File: src/rtl/dcc_packet_scheduler.sv
// DCC packet scheduler: feeds the bit-stream engine from a repeated one-shot queue,
// round-robin refresh slots, or the idle packet. Optional macro: DCC_SCHED_FAIRNESS_EN.
module dcc_packet_scheduler #(
    parameter int unsigned SLOTS      = 8,
    parameter int unsigned QDEPTH     = 4,
    parameter int unsigned REPEAT     = 3,
    parameter int unsigned FAIR_LIMIT = 4
) (
    input  logic                     clk,
    input  logic                     reset,
    input  logic [9:0]               eng_index,
    output logic [31:0]              cmd_word,
    input  logic                     slot_wr,
    input  logic [$clog2(SLOTS)-1:0] slot_sel,
    input  logic                     slot_en,
    input  logic [29:0]              slot_data,
    input  logic                     q_wr,
    input  logic [29:0]              q_data,
    output logic                     q_full,
    output logic                     q_overflow,
    output logic [1:0]               cur_src,
    output logic [$clog2(SLOTS)-1:0] cur_slot
);

    localparam int unsigned SW = $clog2(SLOTS);
    localparam int unsigned QW = $clog2(QDEPTH);
    localparam int unsigned CW = QW + 1;
    localparam int unsigned RW = 4;
    localparam logic [31:0] IDLE_WORD = 32'h0D0000FF;
    localparam logic [1:0]  SRC_IDLE  = 2'b00;
    localparam logic [1:0]  SRC_QUEUE = 2'b01;
    localparam logic [1:0]  SRC_REFR  = 2'b10;

    // Parameter sanity check at elaboration
    generate
        if (REPEAT < 1 || REPEAT > 15 || FAIR_LIMIT < 1 || QDEPTH < 2 || SLOTS < 2) begin : g_param_err
            $error("dcc_packet_scheduler: illegal parameter combination");
        end
    endgenerate

    typedef enum logic [1:0] {
        ST_WAIT,
        ST_PICK,
        ST_SCAN
    } state_t;

    state_t            state_q, state_d;
    logic [9:0]        idx_prev_q, idx_prev_d;
    logic              pend_q, pend_d;
    logic [31:0]       cmd_word_q, cmd_word_d;
    logic [1:0]        cur_src_q, cur_src_d;
    logic [SW-1:0]     cur_slot_q, cur_slot_d;
    logic              q_full_q, q_full_d;
    logic              q_overflow_q, q_overflow_d;
    logic [29:0]       q_mem_q [QDEPTH];
    logic [29:0]       q_mem_d [QDEPTH];
    logic [QW-1:0]     q_wp_q, q_wp_d;
    logic [QW-1:0]     q_rp_q, q_rp_d;
    logic [CW-1:0]     q_cnt_q, q_cnt_d;
    logic [RW-1:0]     rep_q, rep_d;
    logic [SLOTS-1:0]  slot_en_q, slot_en_d;
    logic [29:0]       slot_data_q [SLOTS];
    logic [29:0]       slot_data_d [SLOTS];
    logic [SW-1:0]     rr_q, rr_d;
    logic [SW-1:0]     scan_ptr_q, scan_ptr_d;
    logic [SW-1:0]     scan_cnt_q, scan_cnt_d;

`ifdef DCC_SCHED_FAIRNESS_EN
    localparam int unsigned FW = $clog2(FAIR_LIMIT + 1);
    logic [FW-1:0]     fair_q, fair_d;
`endif

    logic done;
    logic q_empty;
    logic q_full_now;
    logic q_pop;
    logic q_push;
    logic serve_q;

    assign done       = (eng_index != idx_prev_q);
    assign q_empty    = (q_cnt_q == '0);
    assign q_full_now = (q_cnt_q == CW'(QDEPTH));

    assign cmd_word   = cmd_word_q;
    assign cur_src    = cur_src_q;
    assign cur_slot   = cur_slot_q;
    assign q_full     = q_full_q;
    assign q_overflow = q_overflow_q;

    // Next-state, arbitration, queue and slot-table updates
    always_comb begin
        state_d      = state_q;
        idx_prev_d   = eng_index;
        pend_d       = pend_q;
        cmd_word_d   = cmd_word_q;
        cur_src_d    = cur_src_q;
        cur_slot_d   = cur_slot_q;
        q_mem_d      = q_mem_q;
        q_wp_d       = q_wp_q;
        q_rp_d       = q_rp_q;
        q_cnt_d      = q_cnt_q;
        rep_d        = rep_q;
        slot_en_d    = slot_en_q;
        slot_data_d  = slot_data_q;
        rr_d         = rr_q;
        scan_ptr_d   = scan_ptr_q;
        scan_cnt_d   = scan_cnt_q;
        q_pop        = 1'b0;
        q_push       = 1'b0;
        q_overflow_d = 1'b0;
        serve_q      = 1'b0;
`ifdef DCC_SCHED_FAIRNESS_EN
        fair_d       = fair_q;
`endif

        if (slot_wr) begin
            slot_en_d[slot_sel]   = slot_en;
            slot_data_d[slot_sel] = slot_data;
        end

        unique case (state_q)
            ST_WAIT: begin
                if (done || pend_q) begin
                    state_d = ST_PICK;
                    pend_d  = 1'b0;
                end
            end
            ST_PICK: begin
                if (done) pend_d = 1'b1;
`ifdef DCC_SCHED_FAIRNESS_EN
                serve_q = !q_empty && !((fair_q == FW'(FAIR_LIMIT)) && (|slot_en_q));
`else
                serve_q = !q_empty;
`endif
                if (serve_q) begin
                    cmd_word_d = {2'b00, q_mem_q[q_rp_q]};
                    cur_src_d  = SRC_QUEUE;
                    if (rep_q + RW'(1) == RW'(REPEAT)) begin
                        q_pop = 1'b1;
                        rep_d = '0;
                    end else begin
                        rep_d = rep_q + RW'(1);
                    end
`ifdef DCC_SCHED_FAIRNESS_EN
                    if (fair_q != FW'(FAIR_LIMIT)) fair_d = fair_q + FW'(1);
`endif
                    state_d = ST_WAIT;
                end else begin
                    scan_ptr_d = rr_q + SW'(1);
                    scan_cnt_d = '0;
                    state_d    = ST_SCAN;
                end
            end
            ST_SCAN: begin
                if (done) pend_d = 1'b1;
                if (slot_en_q[scan_ptr_q]) begin
                    cmd_word_d = {2'b00, slot_data_q[scan_ptr_q]};
                    cur_src_d  = SRC_REFR;
                    cur_slot_d = scan_ptr_q;
                    rr_d       = scan_ptr_q;
                    state_d    = ST_WAIT;
`ifdef DCC_SCHED_FAIRNESS_EN
                    fair_d     = '0;
`endif
                end else if (scan_cnt_q == SW'(SLOTS - 1)) begin
                    cmd_word_d = IDLE_WORD;
                    cur_src_d  = SRC_IDLE;
                    state_d    = ST_WAIT;
`ifdef DCC_SCHED_FAIRNESS_EN
                    fair_d     = '0;
`endif
                end else begin
                    scan_ptr_d = scan_ptr_q + SW'(1);
                    scan_cnt_d = scan_cnt_q + SW'(1);
                end
            end
            default: state_d = ST_WAIT;
        endcase

        // A pop in the same cycle frees the entry a full-queue push needs
        q_push       = q_wr && (!q_full_now || q_pop);
        q_overflow_d = q_wr && q_full_now && !q_pop;
        if (q_push) begin
            q_mem_d[q_wp_q] = q_data;
            q_wp_d          = q_wp_q + QW'(1);
        end
        if (q_pop) q_rp_d = q_rp_q + QW'(1);
        q_cnt_d  = q_cnt_q + CW'(q_push) - CW'(q_pop);
        q_full_d = (q_cnt_d == CW'(QDEPTH));
    end

    always_ff @(posedge clk) begin
        if (reset) begin
            state_q      <= ST_WAIT;
            idx_prev_q   <= '0;
            pend_q       <= 1'b0;
            cmd_word_q   <= IDLE_WORD;
            cur_src_q    <= SRC_IDLE;
            cur_slot_q   <= '0;
            q_full_q     <= 1'b0;
            q_overflow_q <= 1'b0;
            q_mem_q      <= '{default: '0};
            q_wp_q       <= '0;
            q_rp_q       <= '0;
            q_cnt_q      <= '0;
            rep_q        <= '0;
            slot_en_q    <= '0;
            slot_data_q  <= '{default: '0};
            rr_q         <= SW'(SLOTS - 1);
            scan_ptr_q   <= '0;
            scan_cnt_q   <= '0;
`ifdef DCC_SCHED_FAIRNESS_EN
            fair_q       <= '0;
`endif
        end else begin
            state_q      <= state_d;
            idx_prev_q   <= idx_prev_d;
            pend_q       <= pend_d;
            cmd_word_q   <= cmd_word_d;
            cur_src_q    <= cur_src_d;
            cur_slot_q   <= cur_slot_d;
            q_full_q     <= q_full_d;
            q_overflow_q <= q_overflow_d;
            q_mem_q      <= q_mem_d;
            q_wp_q       <= q_wp_d;
            q_rp_q       <= q_rp_d;
            q_cnt_q      <= q_cnt_d;
            rep_q        <= rep_d;
            slot_en_q    <= slot_en_d;
            slot_data_q  <= slot_data_d;
            rr_q         <= rr_d;
            scan_ptr_q   <= scan_ptr_d;
            scan_cnt_q   <= scan_cnt_d;
`ifdef DCC_SCHED_FAIRNESS_EN
            fair_q       <= fair_d;
`endif
        end
    end

endmodule

File: config.mk
export PLATFORM = sky130hd
export DESIGN_NAME = dcc_packet_scheduler
export DESIGN_NICKNAME = d
export VERILOG_FILES = /design/src/rtl/dcc_packet_scheduler.sv
export SDC_FILE = /design/constraint.sdc
export NUM_CORES = 1
export LEC_CHECK = 0
export CAP_MARGIN = 10
export CORE_AREA = 2 2 181 183
export CTS_CLUSTER_SIZE = 30
export DETAILED_ROUTE_END_ITERATION = 8
export DIE_AREA = 0 0 183 185
export GPL_ROUTABILITY_DRIVEN = 0
export PLACE_DENSITY = 0.8
export SETUP_SLACK_MARGIN = 0.1
export SYNTH_ARGS = -nofsm -noshare
export SYNTH_HDL_FRONTEND = slang
export SYNTH_SLANG_ARGS = --single-unit
File: constraint.sdc
create_clock -name clk -period 4.16 [get_ports clk]
set_input_delay 0.832 -clock clk [delete_from_list [all_inputs] [get_ports clk]]
set_output_delay 0.832 -clock clk [all_outputs]
set_load 0.005 [all_outputs]
=== Word-level counts from Yosys, hierarchy flattened ===
Cells that the tools add are included.

* Flip-flop bits (word level): 440
* Bits in latches: 0
* RAM bits: 0
* Bits in read-only memories: 0
* Input bits: 78
* Output and inout bits: 39
* Word-level logic and storage cells: 129
* Memories: 0

* $add $sub $neg: 8
* $mul: 0
* Divide/modulo/power cells: 0
* $lt $le $gt $ge: 9
* Eq/ne operators: 14
* Shifts and indexed selects: 0
* Mux-type cells: 44
* Bitwise operators: 5
* Reductions and logical operators: 21

{| class="wikitable"
|+ Operators by type and width
! operator !! number
|-
| $bwmux 240 || 1
|-
| $mux 30 || 6
|-
| $bwmux 120 || 1
|-
| $mux 32 || 3
|-
| $bmux 30 s3 || 1
|-
| $demux 30 s3 || 1
|-
| $pmux 32 s2 || 1
|-
| $bmux 30 s2 || 1
|-
| $demux 30 s2 || 1
|-
| $mux 3 || 6
|-
| $mux 2 || 6
|-
| $pmux 3 s2 || 2
|-
| $ne 10x10->1 || 1
|-
| $ne 2x2->1 const B || 5
|-
| $add 3x1->3 const B || 3
|-
| $eq 3x3->1 const B || 3
|-
| $bwmux 8 || 1
|-
| $ge 4x4->1 const B || 2
|-
| $lt 3x4->1 const B || 2
|-
| $not 3->4 || 2
|-
| $mux 1 || 7
|-
| $ge 3x3->1 const B || 2
|-
| $logic_and 1x1->1 || 6
|-
| $not 2->3 || 2
|-
| 28 further kinds || 35
|}

=== Logic depth before layout (Yosys ltp) ===
Gate-level depths: netlist of the first run.

* Word-level depth: 10
* Gate-level depth with buffers: 13
* Gate-level depth less buffers: 12

=== Least setup slack after synthesis of the first run ===
Ideal clock, no wire load.

* Kind: register to register
* Start: register state_q[1]
* End: register q_full_q, in the netlist q_full
* Setup time: 130 ps
* Arrival time: 2599 ps
* Required time: 4030 ps
* Slack: 1431 ps
* Cell stages (with the launch flop): 14
* Path buffers: 1
* Period minus slack after synthesis: 2729 ps
* Path through: dfxtp_1 > inv_1 > ha_1 > o31a_1 > o2111a_1 > buf_2 > o21ai_1 > ha_1 > inv_1 > ha_1 > fa_1 > xnor2_1 > xnor2_1 > nor4_1

* Word-level cells in the longest chain between the ends: 7

{| class="wikitable"
|+ RTL lines
! item !! line !! RTL
|-
| start: declaration || 47 || <nowiki>state_t state_q, state_d;</nowiki>
|-
| start signal: assignment || 216 || <nowiki>state_q <= state_d;</nowiki>
|-
| $eq 2x1->1 (*) || 121 || <nowiki>unique case (state_q)</nowiki>
|-
| $mux 1 (*) || 121 ||
|-
| named net q_pop || 76 || <nowiki>logic q_pop;</nowiki>
|-
| $logic_or 1x1->1 || 181 || <nowiki>q_push = q_wr && (!q_full_now || q_pop);</nowiki>
|-
| $logic_and 1x1->1 || 181 ||
|-
| $add 3x1->3 || 188 || <nowiki>q_cnt_d = q_cnt_q + CW'(q_push) - CW'(q_pop);</nowiki>
|-
| $sub 3x1->3 (*) || 188 ||
|-
| $eq 3x3->1 (*) || 189 || <nowiki>q_full_d = (q_cnt_d == CW'(QDEPTH));</nowiki>
|-
| end signal: assignment || 222 || <nowiki>q_full_q <= q_full_d;</nowiki>
|-
| end: declaration || 53 || <nowiki>logic q_full_q, q_full_d;</nowiki>
|}

Mark *: on every way through the listed nets, which the timed path passes. The rest lies on a longest branch.
A chain may end at the register's enable or synchronous reset.

=== Worst setup path after layout of the first run ===
* Start: register state_q[1]
* End: register q_full_q, in the netlist q_full

* Word-level cells in the longest chain between the ends: 7

{| class="wikitable"
|+ RTL lines
! item !! line
|-
| $eq 2x1->1 (*) || 121
|-
| $mux 1 (*) || 121
|-
| $logic_or 1x1->1 || 181
|-
| $logic_and 1x1->1 || 181
|-
| $add 3x1->3 || 188
|-
| $sub 3x1->3 (*) || 188
|-
| $eq 3x3->1 (*) || 189
|}

Mark *: on every way between the ends. The rest lies on a longest branch, timed or not.

==> results of run 1 <==
[tightest hold or removal path, cell delays in order (launching register included)]
cell	delay [ns]
dfxtp_1	0.30
nand2_1	0.05
a21oi_1	0.05
[per-layer routing]
layer	part of all wire	vias up	routed length, um	track usage
met5	0	-	0	0
met4	0.044	0	2220	0.150
met2	0.49	700	25000	0.515
met3	0.077	141	3890	0.0421
met1	0.39	7466	19700	0.357
li1	-	7071	-	-
[cell type report]
cell class | instances | area [um^2]
clock buffer | 71 | 1350
antenna | 4 | 10.0
tap | 408 | 510
sequential | 438 | 8770
inverter | 15 | 56.3
fill | 2457 | 10600
clock inverter | 9 | 77.6
multi-input combinational | 1427 | 9230
timing repair buffer | 149 | 1420
[power breakdown]
group	switching, W	total (W)	internal [W]
Clock	0.00161	0.00389	0.00229
Sequential	0.000256	0.00479	0.00453
Combinational	0.00129	0.00228	0.000996
[cell families (layout without fill, tap and decap cells)]
group,count (synthesis),in the layout,share of synthesized area
AO/OA/AOI/OAI,358,358,0.109
XOR/XNOR,19,19,0.00881
adder cells (fa/ha/maj),15,15,0.0103
buffers and inverters,209,244,0.0512
flip-flops,438,438,0.464
multiplexers,230,230,0.184
other,1,6,0.000199
AND/OR/NAND/NOR,803,803,0.172
[synth_stat cells, types with 3 or more instances]
library cell,instances
nand2_1,581
nor2_1,152
xnor2_1,12
mux4_2,80
nand2b_1,4
o211ai_2,4
buf_1,5
o21ai_0,3
dfxtp_1,438
a311oi_1,20
nor4_2,10
o21ai_1,3
clkbuf_2,30
mux2_2,14
nor3_1,4
a22oi_1,19
nand4_1,4
mux2i_1,126
nor2b_1,18
mux4_1,10
a211o_1,11
nor4_1,14
clkbuf_1,119
buf_4,21
a21oi_1,278
buf_2,15
ha_1,14
xor2_1,7
inv_1,13
nand3_1,9
[metrics by stage]
| step | total power, W | utilization | area (um^2) | cells |
|---|---|---|---|---|
| after floorplan | 0.00631 | - | 18900 | 2074 |
| after global placement | 0.00704 | 0.624 | 20000 | 2437 |
| after detailed placement | 0.00711 | 0.624 | 20000 | 2437 |
| after CTS | 0.0110 | 0.669 | 21400 | 2517 |
| after global routing | 0.0114 | 0.669 | 21400 | 2521 |
| final | 0.0110 | 0.669 | 21400 | 2521 |
[worst min-delay path by stage]
stage | end | slack, ns | cells past startpoint
finish | slot_data_q[43] | 0.45 | 2
global placement | slot_data_q[64] | 0.44 | 2
global route | slot_data_q[93] | 0.46 | 2
detailed placement | slot_data_q[132] | 0.44 | 2
CTS | slot_data_q[132] | 0.45 | 2
floorplan | slot_data_q[183] | 0.43 | 2
[flip-flops by register name (all words and copies together) (netlist names)]
name and cells:
state_q 2, rep_q 4, rr_q 3, cur_slot 3, q_overflow 1, slot_en_q 8, cur_src 2, q_wp_q 2
q_full 1, slot_data_q 240, scan_ptr_q 3, q_mem_q 120, idx_prev_q 10, q_rp_q 2, pend_q 1, q_cnt_q 3
scan_cnt_q 3, cmd_word 30
==> flow_summary.toml, run 1 <==
[sta]
worst_hold_slack_ns = 0.450
fin_ws_ns = 0.784
rsz0062_at_grt = "no"
fin_worst_skew_ns = 0.0183
worst_pin_slew_ns = 1.00
min_period_over_period = 0.811
maxSlewViolCount = 0
fin_tns_setup_ns = 0
hold_viol_final = 0
fmax_ghz = 0.296
max-slew-margin-rel = 0.329
fin_crit_ns = 3.38
setup_viol = 0

[critical_path]
endpoint = "q_full"
critPathCaptureType = "flip-flop"
path_buf_inv = 2
critPathSlowestCell = "o2111a_1"
critPathLaunchType = "flip-flop"
path_depth = 12
crit_required_ns = 4.58
crit_top_cell = "ha_1"
crit_chain = "inv_1, ha_1, o31a_1, o2111a_1, o21ai_1, ha_1, inv_1, ha_1, fa_1, xnor2_1, xnor2_1, nor4_1"
r2r-end = "q_full"
rr_worst_depth = 12
cp_top_family = "compound AO/OA/AOI/OAI gates"
startpoint = "state_q[1]"
critPathMaxStageDelay_ns = 0.61
cp.arrival_ns = 3.80
critPathKind = "flip-flop to flip-flop"
rrSetupSlack_ns = 0.78
r2r_start = "state_q[1]"
crit_fanout = 9

[synth]
synth_top_cell_area_share = 0.464
synth_area_leader_cell = "dfxtp_1"
ys_ff_latch = 438
synth_cell_types = 58
synth_edf_count = 0
avgSynthCellArea_um2 = 9.11
synthArstFlopShare = 0
netlist_area_um2 = 18900
synthCells = 2073
yosys_most_used_dff = "dfxtp_1"
ys_top_cells_by_area = "dfxtp_1, nand2_1, mux4_2"
yosys_warnings = 0
seq_area_frac_synth = 0.464

[route]
drt_iter0_markers = 1415
ant_nets = 0
dr.pass1.iters = 7
vias_per_cell = 6.10
vias = 15378
drt_wl_total_um = 50800
drcViolationCount = 0
avgRoutedWirePerCell_um = 20.1

[power_and_ir_drop]
p_leak_nw = 8.12
peakVddDrop_mv = 0.443
power.density_nw_per_um2 = 512

[clock_tree]
cts_tree = "yes"
hold_buffers = 0
clk_latency_ns = 0.55
cts_max_path_buffers = 3
ctsResizeCount = 0
clock_sinks = 438
path_clk_slew_ns = 0.06
cts_inserted_buffers = 44
root_buffer = "clkbuf_16"
htreeDepth = 2
cts_setup_buffers = 0

[place]
hpwl_um = 29500
dp_slack_ns = 0.771
io_buffers = 114

[global_routing]
grt_pass1_vias = 14983
grt_max_degree = 129
grt-ovfl-total = 0
track_usage = 0.295
grt_pass1_wl_um = 78900
antenna_found_initial = 4

[finish]
drive_gt1_frac = 0.109
area.growth.synth_to_final_pct = 13.5
layout.nets = 2168
mostFrequentLayoutCell = "nand2_1"
mostFrequentLayoutCells = "nand2_1, dfxtp_1, a21oi_1"

[die]
num_io_pins = 117
die_w_um = 183
die_h_um = 185
dieArea_um2 = 33900
initial_core_util = 0.590
rows = 66
coreArea_um2 = 32000

[min_path]
hp-start = "slot_data_q[43]"
hold_path_class = "flip-flop to flip-flop"

[run_status]
outcome = "finished, final reports clean"

[job]
drv_cap = 0
Note: power is estimated with default switching activity, not from simulation.
==> inputs of run 2 (changes only) <==
Settings changed: CORE_AREA 2 2 181 183 to 2 2 191 193, DIE_AREA 0 0 183 185 to 0 0 193 195, PLACE_DENSITY 0.8 to 0.75.
Clock period 4.16 ns to 2.8 ns, I/O delays scaled along.
==> flow_summary.toml, run 2 (synthesized netlist as in run 1, its figures left out) <==
[sta]
fin_ws_ns = 0.197
setup_viol = 0
fmax_ghz = 0.384
worst_pin_slew_ns = 0.771
min_period_over_period = 0.930
hold_viol_final = 0
fin_tns_setup_ns = 0
rsz0062_at_grt = "no"
fin_worst_skew_ns = 0.0101
maxSlewViolCount = 0
fin_crit_ns = 2.60
max-slew-margin-rel = 0.486

[place]
io_buffers = 114
dp_slack_ns = 0.154
post-place-cells = 2510
hpwl_um = 30100

[clock_tree]
clock_sinks = 438
root_buffer = "clkbuf_16"
htreeDepth = 2
path_clk_slew_ns = 0.06
hold_buffers = 0
cts_tree = "yes"
clk_latency_ns = 0.55
cts_max_path_buffers = 3
cts_inserted_buffers = 45

[power_and_ir_drop]
p_leak_nw = 8.35
power.density_nw_per_um2 = 765
power_w = 0.0168
peakVddDrop_mv = 0.712

[critical_path]
crit_fanout = 8
crit_required_ns = 3.25
critPathCaptureType = "flip-flop"
startpoint = "rep_q[2]"
critPathLaunchType = "flip-flop"
critPathKind = "flip-flop to flip-flop"
r2r_start = "rep_q[2]"
cp.arrival_ns = 3.06
rr_worst_depth = 10

[finish]
final_cell_count_no_fill = 2597
area.growth.synth_to_final_pct = 16.4
largest_register = "slot_data_q"
largest_reg_flops = 240
multi_input_area_um2 = 9260
fillers = 2890
layout.nets = 2191
mostFrequentLayoutCell = "nand2_1"
seqCellArea_um2 = 8780
drive_gt1_frac = 0.125
mostFrequentLayoutCells = "nand2_1, dfxtp_1, a21oi_1"

[route]
avgRoutedWirePerCell_um = 19.2
wl_met2_um = 24700
wl_met1_um = 19900
drt_iter0_markers = 1437
dr.pass1.iters = 5
top_layer = "met4"
vias_per_cell = 5.78
drt_wl_total_um = 50000
drcViolationCount = 0
vias = 15001
ant_nets = 0
met3_length_um = 3180

[min_path]
hp-start = "reset"
hold_depth = 2
hold_path_class = "input pin to flip-flop"

[die]
rows = 69
die_h_um = 195
num_io_pins = 117
coreArea_um2 = 35400
initial_core_util = 0.534
die_w_um = 193
dieArea_um2 = 37600

[global_routing]
grt_pass1_wl_um = 79000
grt-ovfl-total = 0
grt_max_degree = 165
antenna_found_initial = 2
grt_pass1_vias = 14864
track_usage = 0.266

[run_status]
outcome = "finished, final reports clean"

[job]
drv_cap = 0
run 2: path summary, 6_finish.rpt:
check | slack, ns | to
worst max-delay path | 0.20 | q_full
worst min-delay path | 0.41 | idx_prev_q[6]
worst max register to register | 0.20 | q_full
worst min register to register | 0.45 | slot_data_q[43]
run 2: cell type report:
class | instances | share of cell area
repair buffers | 171 | 0.0814
flip-flops and latches | 438 | 0.399
clock inverters | 15 | 0.00723
multi-input cells | 1427 | 0.421
clock buffers | 68 | 0.0621
well taps | 461 | 0.0262
diodes | 2 | 0.000228
inverters | 15 | 0.00256
run 2: metal layers:
metal	GRT usage	vias up
li1	-	7114
met5	0	-
met2	0.455	570
met4	0.116	0
met3	0.0354	114
met1	0.334	7203
run 2: repair_timing:
action / 4_1_cts / 5_1_grt
setup buffers: 0 / 2
endpoints found under the setup margin: 0 / 2
gates resized for setup: 0 / 14
run 2: where the power goes:
| group | switching (W) | leakage (nW) | total [W] | internal, W |
|---|---|---|---|---|
| clock | 0.00248 | 0.752 | 0.00613 | 0.00365 |
| combinational | 0.00193 | 4.04 | 0.00355 | 0.00163 |
| sequential | 0.000416 | 3.56 | 0.00715 | 0.00673 |
| total | 0.00482 | 8.35 | 0.0168 | 0.0120 |
run 2: metrics by stage:
stage          instance area (um^2)  utilization  hold slack, ns
2_1_floorplan                 18900            -           0.432
3_3_place_gp                  20400        0.576           0.437
3_5_place_dp                  20400        0.576           0.443
4_1_cts                       21900        0.619           0.396
5_1_grt                       22000        0.621           0.414
6_report                      22000        0.621           0.412
run 2: worst max-delay path: stages, from the launching register on:
cell and delay (ns):
dfxtp_1 0.37, and4_1 0.23, o2111a_2 0.29, buf_6 0.16
ha_1 0.27, inv_1 0.04, ha_2 0.17, fa_2 0.38
xnor2_2 0.23, xnor2_2 0.10, nor4_1 0.24
==> inputs of run 3 (changes only) <==
Settings changed: GPL_TIMING_DRIVEN from default to 0.
==> flow_summary.toml, run 3 (synthesized netlist as in run 1, its figures left out) <==
[run_status]
outcome = "finished, final reports clean"

[critical_path]
r2r_start = "state_q[1]"
r2r-end = "q_cnt_q[2]"
critPathKind = "flip-flop to flip-flop"
crit_required_ns = 3.23
rr_worst_depth = 14
crit_fanout = 3
rrSetupSlack_ns = 0.14
critPathCaptureType = "flip-flop"
critPathLaunchType = "flip-flop"
cp.arrival_ns = 3.09

[clock_tree]
clock_sinks = 438
path_clk_slew_ns = 0.06
htreeDepth = 2
cts_max_path_buffers = 3
cts_tree = "yes"
root_buffer = "clkbuf_16"
clk_latency_ns = 0.57
cts_inserted_buffers = 45

[global_routing]
grt_pass1_vias = 15690
grt_max_degree = 14
grt-ovfl-total = 0
track_usage = 0.290
grt_pass1_wl_um = 85300
antenna_found_initial = 0

[finish]
largest_reg_flops = 240
fillers = 2928
final_util = 0.621
mostFrequentLayoutCells = "nand2_1, dfxtp_1, a21oi_1"
drive_gt1_frac = 0.126
final_cell_count_no_fill = 2702
layout.nets = 2300
largest_register = "slot_data_q"
mostFrequentLayoutCell = "nand2_1"
area.growth.synth_to_final_pct = 16.3
diodes = 0

[sta]
hold_viol_final = 0
rsz0062_at_grt = "no"
max-slew-margin-rel = 0.403
maxSlewViolCount = 0
fin_crit_ns = 2.66
fmax_ghz = 0.376
min_period_over_period = 0.949
setup_viol = 0
worst_pin_slew_ns = 0.896
fin_worst_skew_ns = 0.0199
worst_hold_slack_ns = 0.334
fin_tns_setup_ns = 0

[power_and_ir_drop]
p_comb_frac = 0.217
seqPwrFrac = 0.418
power.share.clock = 0.365
p_sw_frac = 0.291
intPower_w = 0.0121
peakVddDrop_mv = 0.616
power_w = 0.0170
power.density_nw_per_um2 = 775
p_switching_w = 0.00496
p_leak_nw = 8.39

[route]
ant_nets = 0
vias_per_cell = 5.88
drt_wl_total_um = 54600
drcViolationCount = 0
vias = 15880
dr.pass1.iters = 5
drt_iter0_markers = 1550
avgRoutedWirePerCell_um = 20.2

[die]
die_w_um = 193
initial_core_util = 0.534
die_h_um = 195
coreArea_um2 = 35400
num_io_pins = 117
dieArea_um2 = 37600
rows = 69

[min_path]
hold_path_class = "input pin to flip-flop"
hold_depth = 3
hp-start = "slot_data[6]"
hold_end = "slot_data_q[186]"

[job]
drv_cap = 0

[place]
post-place-cells = 2614
hpwl_um = 38200
io_buffers = 79
-- run 3: cell types whose count changed in the layout (fill, tap and decap cells not counted), moves of 5 or more --
| cell | previous run | this run |
|---|---|---|
| buf_1 | 0 | 5 |
| nor2_1 | 146 | 152 |
| clkbuf_2 | 0 | 32 |
| nor2_2 | 6 | 0 |
| clkdlybuf4s50_1 | 113 | 79 |
| clkbuf_8 | 9 | 15 |
| buf_12 | 17 | 2 |
| clkbuf_1 | 11 | 126 |
| buf_4 | 39 | 27 |
| buf_2 | 0 | 14 |
-- run 3: worst max-delay path by stage --
stage,start,to,depth (start not counted)
6_report,state_q[1],q_cnt_q[2],14
3_5_place_dp,state_q[1],q_full,13
5_1_grt,state_q[1],q_cnt_q[2],14
3_3_place_gp,state_q[1],q_full,13
2_1_floorplan,state_q[1],q_full,13
4_1_cts,state_q[1],q_full,13
-- run 3: power groups by stage --
stage / Sequential (W) / Combinational, W / Clock, W
floorplan: 0.00709 / 0.00228 / 0
global placement: 0.00719 / 0.00341 / 0
detailed placement: 0.00721 / 0.00350 / 0
CTS: 0.00710 / 0.00360 / 0.00625
global route: 0.00715 / 0.00397 / 0.00648
finish: 0.00711 / 0.00370 / 0.00622
-- run 3: what timing repair did --
| item | in CTS | in global routing |
|---|---|---|
| hold buffers | 0 | 0 |
| gates resized for setup | 23 | 6 |
| setup endpoints to repair | 4 | 3 |
| setup buffers | 7 | 0 |
| pin swaps | 10 | 7 |
-- run 3: layer usage --
| layer | vias to the layer above | routed length (um) | track usage |
|---|---|---|---|
| met5 | - | 0 | 0 |
| met4 | 0 | 2320 | 0.120 |
| met3 | 141 | 4250 | 0.0489 |
| met2 | 686 | 25600 | 0.468 |
| met1 | 7724 | 22400 | 0.385 |
| li1 | 7329 | - | - |
-- run 3: worst max-delay path, cell delays in order (launching register included) --
cell	delay, ns
dfxtp_2	0.33
inv_2	0.07
ha_4	0.12
o31a_1	0.17
o2111a_1	0.22
buf_6	0.12
o21ai_4	0.06
ha_4	0.28
inv_1	0.03
ha_2	0.16
fa_2	0.37
xnor2_2	0.23
xnor2_2	0.18
buf_4	0.15
nor2_1	0.03
-- run 3: layout make-up --
class / count / area [um^2] / area share
plain buffers: 194 / 920 / 0.0418
clock buffers: 71 / 1420 / 0.0644
clock inverters: 10 / 131 / 0.00598
inverters: 15 / 56.3 / 0.00256
multi-input cells: 1427 / 9250 / 0.421
flip-flops and latches: 438 / 8780 / 0.400
well taps: 461 / 577 / 0.0262
repair buffers: 86 / 847 / 0.0385
-- run 3: per-stage QoR --
stage | worst slack, ns | cell area [um^2]
global placement | -0.413 | 20300
CTS | 0.0467 | 21900
floorplan | 0.119 | 18900
finish | 0.141 | 22000
global route | 0.0609 | 22000
detailed placement | -0.491 | 20300
==> RTL edit 1: new RTL, flow settings as in run 1 <==
Re-encode `state_t` (3 states) as one-hot, 3 bits wide.
--- a/src/rtl/dcc_packet_scheduler.sv
+++ b/src/rtl/dcc_packet_scheduler.sv
@@ -38,10 +38,10 @@
         end
     endgenerate
 
-    typedef enum logic [1:0] {
-        ST_WAIT,
-        ST_PICK,
-        ST_SCAN
+    typedef enum logic [2:0] {
+        ST_WAIT = 3'b001,
+        ST_PICK = 3'b010,
+        ST_SCAN = 3'b100
     } state_t;
 
     state_t            state_q, state_d;
Behaviour: no difference found for any inputs over 4 cycles, from zero or initial values and one cycle with reset high; so few cycles prove little.
==> RTL edit 1 against run 1 <==
- wire length rose by 3.1%
- final area up 1.2%
- worst hold slack barely moved
- die area is the same
- area after synthesis rose by 0.87%
- setup slack improved by 0.27 ns
- core utilization increased by 0.80 points
- sequential cell count grew 1
- largest cell class unchanged
- highest routed layer unchanged
Power is not compared: it rests on default switching activity, and its combinational part moved more than twofold at a synthesized area within 25%.
==> RTL edit 1: results (changes against run 1) <==
Outcome
  – Status: complete, no violations (unchanged)

Route
  – Met2 wire len: 24,900 um (was 25,000 um)
  – DR iter-0 viols: 1,669 (was 1,415)
  – DRT met1 WL: 20,900 um (was 19,700 um)
  – DRT Pass-1 Iters: 5 (was 7)
  – Vias/cell: 6.08 (was 6.10)
  – Avg WL per Cell: 19.7 um (was 20.1 um)

Final layout
  – Fraction of area in registers: 40.5% (was 40.9%)
  – Filler Cell Count: 2,462 (was 2,457)
  – Clkbuf count: 66 (was 71)
  – Non-Clock Buffer Count: 147 (was 149)
  – N_diodes: 0 (was 4)
  – Clock network area share: 6.95% (was 6.68%)
  – Multi-input combinational gate total: 1,567 (was 1,427)
  – Non-clock buffer share: 6.66% (was 6.63%)
  – Area of the multi-input gates: 9380 um^2 (was 9230 um^2)
  – Share of post-route cells with drive strength above 1: 10.2% (was 10.9%)
  – Final #Nets: 2,305 (was 2,168)

Yosys
  – Synth cell types: 55 (was 58)
  – Seq/Total Area, Yosys: 46.1% (was 46.4%)
  – Main combinational cell family by area after synthesis: simple AND/OR/NAND/NOR gates (was multiplexers)
  – Mux contribution to synthesized area: 16.3% (was 18.4%)
  – Commonest cells post-synth: nand2_1, dfxtp_1, a21oi_1 (unchanged)
  – Compound-Gate Fraction of Synth Area: 12.9% (was 10.9%)
  – Yosys warnings: 0 (unchanged)
  – Top post-synthesis cells by area: dfxtp_1, nand2_1, mux2i_1, a21oi_1, mux2_2 (was dfxtp_1, nand2_1, mux4_2, a21oi_1, mux2i_1)
  – Post-Synth Adder-Cell Area: 0.827% (was 1.03%)
  – Post-Syn Area per Cell: 8.56 um^2 (was 9.11 um^2)

Setup path
  – FF-to-FF path depth: 5 (was 12)
  – Critical Path AT: 3.49 ns (was 3.80 ns)
  – Reg2Reg Setup Slack: 1.06 ns (was 0.78 ns)
  – Largest fanout on the critical path: 31 (was 9)
  – Worst reg2reg endpoint: cmd_word[1] (was q_full)

Global routing
  – Vias in the first global route: 15,700 (was 15,000)
  – Number of antenna violations at the first check in global routing: 0 (was 4)
  – All-Layer GR Usage: 30.3% (was 29.5%)
  – First-pass GRT wire length: 82,300 um (was 78,900 um)
  – Largest net degree at the start of global routing: 184 (was 129)
  – Met3 usage in global routing: 4.92% (was 4.21%)
  – Met1 GRT Util: 38.8% (was 35.7%)
  – Met2 usage: 51.0% (was 51.5%)

Min path
  – Hold path start: slot_data_q[180] (was slot_data_q[43])
  – Worst Hold End: slot_data_q[180] (was slot_data_q[43])

Clock network
  – Clock slew at reported path FFs: 0.06 ns (about the same)
  – CTS Buf Count: 45 (was 44)

Placement
  – HPWL after DPL: 32,000 um (was 29,500 um)

Timing
  – Relative slew slack: 17.2% (was 32.9%)
## RTL edit 1: cell count changes in the layout (fill, tap and decap cells not counted), sizes merged, moves of 23 or more
cell,delta
nand3,+28
nand2,+137
nor2,-119
a211oi,+23
mux2i,+45
o22ai,+30
mux4,-60
mux2,+50
## RTL edit 1: worst max-delay path: stages (launching register included)
cell,delay (ns)
dfxtp_1,0.46
nand2_1,0.58
o32ai_2,0.27
nor2_2,1.01
a31o_2,0.47
o221ai_1,0.15
## RTL edit 1: stage by stage
stage               util [%]  total power, mW  setup WS (ns)  hold WS (ns)  instance area [um^2]
finish                  67.7             9.68           1.06         0.450                 21700
CTS                     67.7             9.68           1.11         0.453                 21700
global placement        63.0             5.64          0.779         0.437                 20200
detailed placement      63.0             5.69          0.737         0.442                 20200
floorplan                  -             5.32           1.51         0.432                 19100
global route            67.7             9.96          0.875         0.468                 21700
## RTL edit 1: worst max path at each step
stage	startpoint	end	slack [ns]
6_report	scan_ptr_q[2]	cmd_word[1]	1.06
5_1_grt	scan_ptr_q[1]	cmd_word[12]	0.87
4_1_cts	scan_ptr_q[1]	cmd_word[15]	1.11
3_5_place_dp	q_wr	q_full	0.74
3_3_place_gp	q_wr	q_full	0.78
2_1_floorplan	q_wr	q_full	1.51
## RTL edit 1: power by group
part           internal (mW)  switching, mW
registers               4.40          0.133
logic                  0.459          0.639
clock network           2.37           1.67
total                   7.23           2.45
## RTL edit 1: cells by family after synthesis
logic type	after synthesis
multiplexers	265
AO/OA/AOI/OAI	419
adder cells (fa/ha/maj)	12
XOR/XNOR	21
other	1
AND/OR/NAND/NOR	848
buffers and inverters	222
flip-flops	439
==> RTL edit 2: new RTL, config.mk and constraints of run 1 <==
Made on the original files. Build with the macro `DCC_SCHED_FAIRNESS_EN` defined.
--- a/src/rtl/dcc_packet_scheduler.sv
+++ b/src/rtl/dcc_packet_scheduler.sv
@@ -1,5 +1,7 @@
 // DCC packet scheduler: feeds the bit-stream engine from a repeated one-shot queue,
 // round-robin refresh slots, or the idle packet. Optional macro: DCC_SCHED_FAIRNESS_EN.
+`define DCC_SCHED_FAIRNESS_EN
+
 module dcc_packet_scheduler #(
     parameter int unsigned SLOTS      = 8,
     parameter int unsigned QDEPTH     = 4,
Behaviour: no difference found for any inputs over 4 cycles, from zero or initial values and one cycle with reset high; that may be too few to reach the edited logic, so the function may still have changed.
==> RTL edit 2 against run 1 <==
- global-route usage rose by 0.060 points
- final area up 1.6%
- setup slack gained 0.20 ns
- area after synthesis rose by 1.5%
- wire length down 0.45%
- largest cell class unchanged
- power down 1.9%
- sequential cell count grew 3
==> RTL edit 2: results (changes against run 1) <==
Route
  – Via count: 15,400 (about the same)
  – Total Wirelength: 50,500 um (was 50,800 um)
  – DRT met1 WL: 20,300 um (was 19,700 um)
  – Met3 wire len: 3480 um (was 3890 um)
  – Met2 wire len: 24,400 um (was 25,000 um)

Min path
  – Worst Hold End: slot_data_q[162] (was slot_data_q[43])
  – Hold path start: slot_data_q[162] (was slot_data_q[43])

Outcome
  – Status: complete, no violations (unchanged)

Placement
  – HPWL after DPL: 29,800 um (was 29,500 um)
  – Dpl cell area: 20,300 um^2 (was 20,000 um^2)

Setup path
  – Critical Path AT: 3.61 ns (was 3.80 ns)
  – Largest fanout on the critical path: 7 (was 9)
  – CP top delay family: adder cells (was compound AO/OA/AOI/OAI gates)
  – FF-to-FF path depth: 13 (was 12)
  – Slowest Stage Delay on Critical Path: 0.45 ns (was 0.61 ns)
  – Reg2Reg Setup Slack: 0.99 ns (was 0.78 ns)

Global routing
  – Largest net degree at the start of global routing: 266 (was 129)
  – Number of antenna violations at the first check in global routing: 2 (was 4)
  – Met2 usage: 50.5% (was 51.5%)
  – Met3 usage in global routing: 3.79% (was 4.21%)

Yosys
  – Post-Syn Area per Cell: 9.15 um^2 (was 9.11 um^2)
  – Commonest cells post-synth: nand2_1, dfxtp_1, a21oi_1 (unchanged)
  – Top post-synthesis cells by area: dfxtp_1, nand2_1, mux4_2, a21oi_1, mux2i_1 (unchanged)

Final layout
  – Share of post-route cells with drive strength above 1: 13.0% (was 10.9%)
  – Filler Cell Count: 2,442 (was 2,457)

Timing
  – Worst Skew: 0.0141 ns (was 0.0183 ns)
  – Slew @ Worst Pin: 1.25 ns (was 1.00 ns)
  – Hold WS: 0.450 ns (about the same)

Pwr
  – Worst VDD drop: 0.352 mV (was 0.443 mV)
  – Lkg Pwr: 8.02 nW (was 8.12 nW)

Clock network
  – CTS Buf Count: 45 (was 44)
## RTL edit 2: changes by cell type after synthesis, moves of 13 or more
cell	change
nor2_1	-116
nand2_1	+88
a211oi_2	+19
a311oi_1	-19
mux2_2	+19
buf_4	-15
inv_1	+13
## RTL edit 2: layout make-up
| class | instances | area (um^2) | share of cell area, % |
|---|---|---|---|
| sequential | 441 | 8830 | 40.6 |
| inverter | 27 | 104 | 0.477 |
| clock inverter | 11 | 93.8 | 0.431 |
| antenna | 3 | 7.51 | 0.0345 |
| multi-input combinational | 1436 | 9430 | 43.3 |
| clock buffer | 66 | 1350 | 6.19 |
| tap | 408 | 510 | 2.34 |
| timing repair buffer | 149 | 1450 | 6.64 |
## RTL edit 2: cell families after synthesis
family / share of synthesized area, %
and+or+nand+nor: 16.1
xor gates and xnor gates: 0.776
adders and majority gates: 1.15
AOI/OAI and AO/OA: 11.8
muxes: 19.1
other: 0.0195
DFF: 46.0
buffers and inverters: 5.07
## RTL edit 2: per-stage QoR
stage,setup slack (ns),util (%)
2_1_floorplan,1.32,-
3_3_place_gp,0.731,63.4
3_5_place_dp,0.652,63.4
4_1_cts,0.972,67.9
5_1_grt,0.655,68.0
6_report,0.987,68.0
## RTL edit 2: power by group through the flow
stage | Combinational (mW) | Sequential [mW] | Clock [mW]
2_1_floorplan | 1.36 | 4.79 | 0
3_3_place_gp | 1.94 | 4.85 | 0
3_5_place_dp | 2.00 | 4.87 | 0
4_1_cts | 2.02 | 4.78 | 3.96
5_1_grt | 2.18 | 4.82 | 4.14
6_report | 2.03 | 4.79 | 3.93
## RTL edit 2: tightest hold or removal path: stages (launching register included)
cell     delay, ns
dfxtp_1       0.30
nand2_1       0.05
a21oi_1       0.05
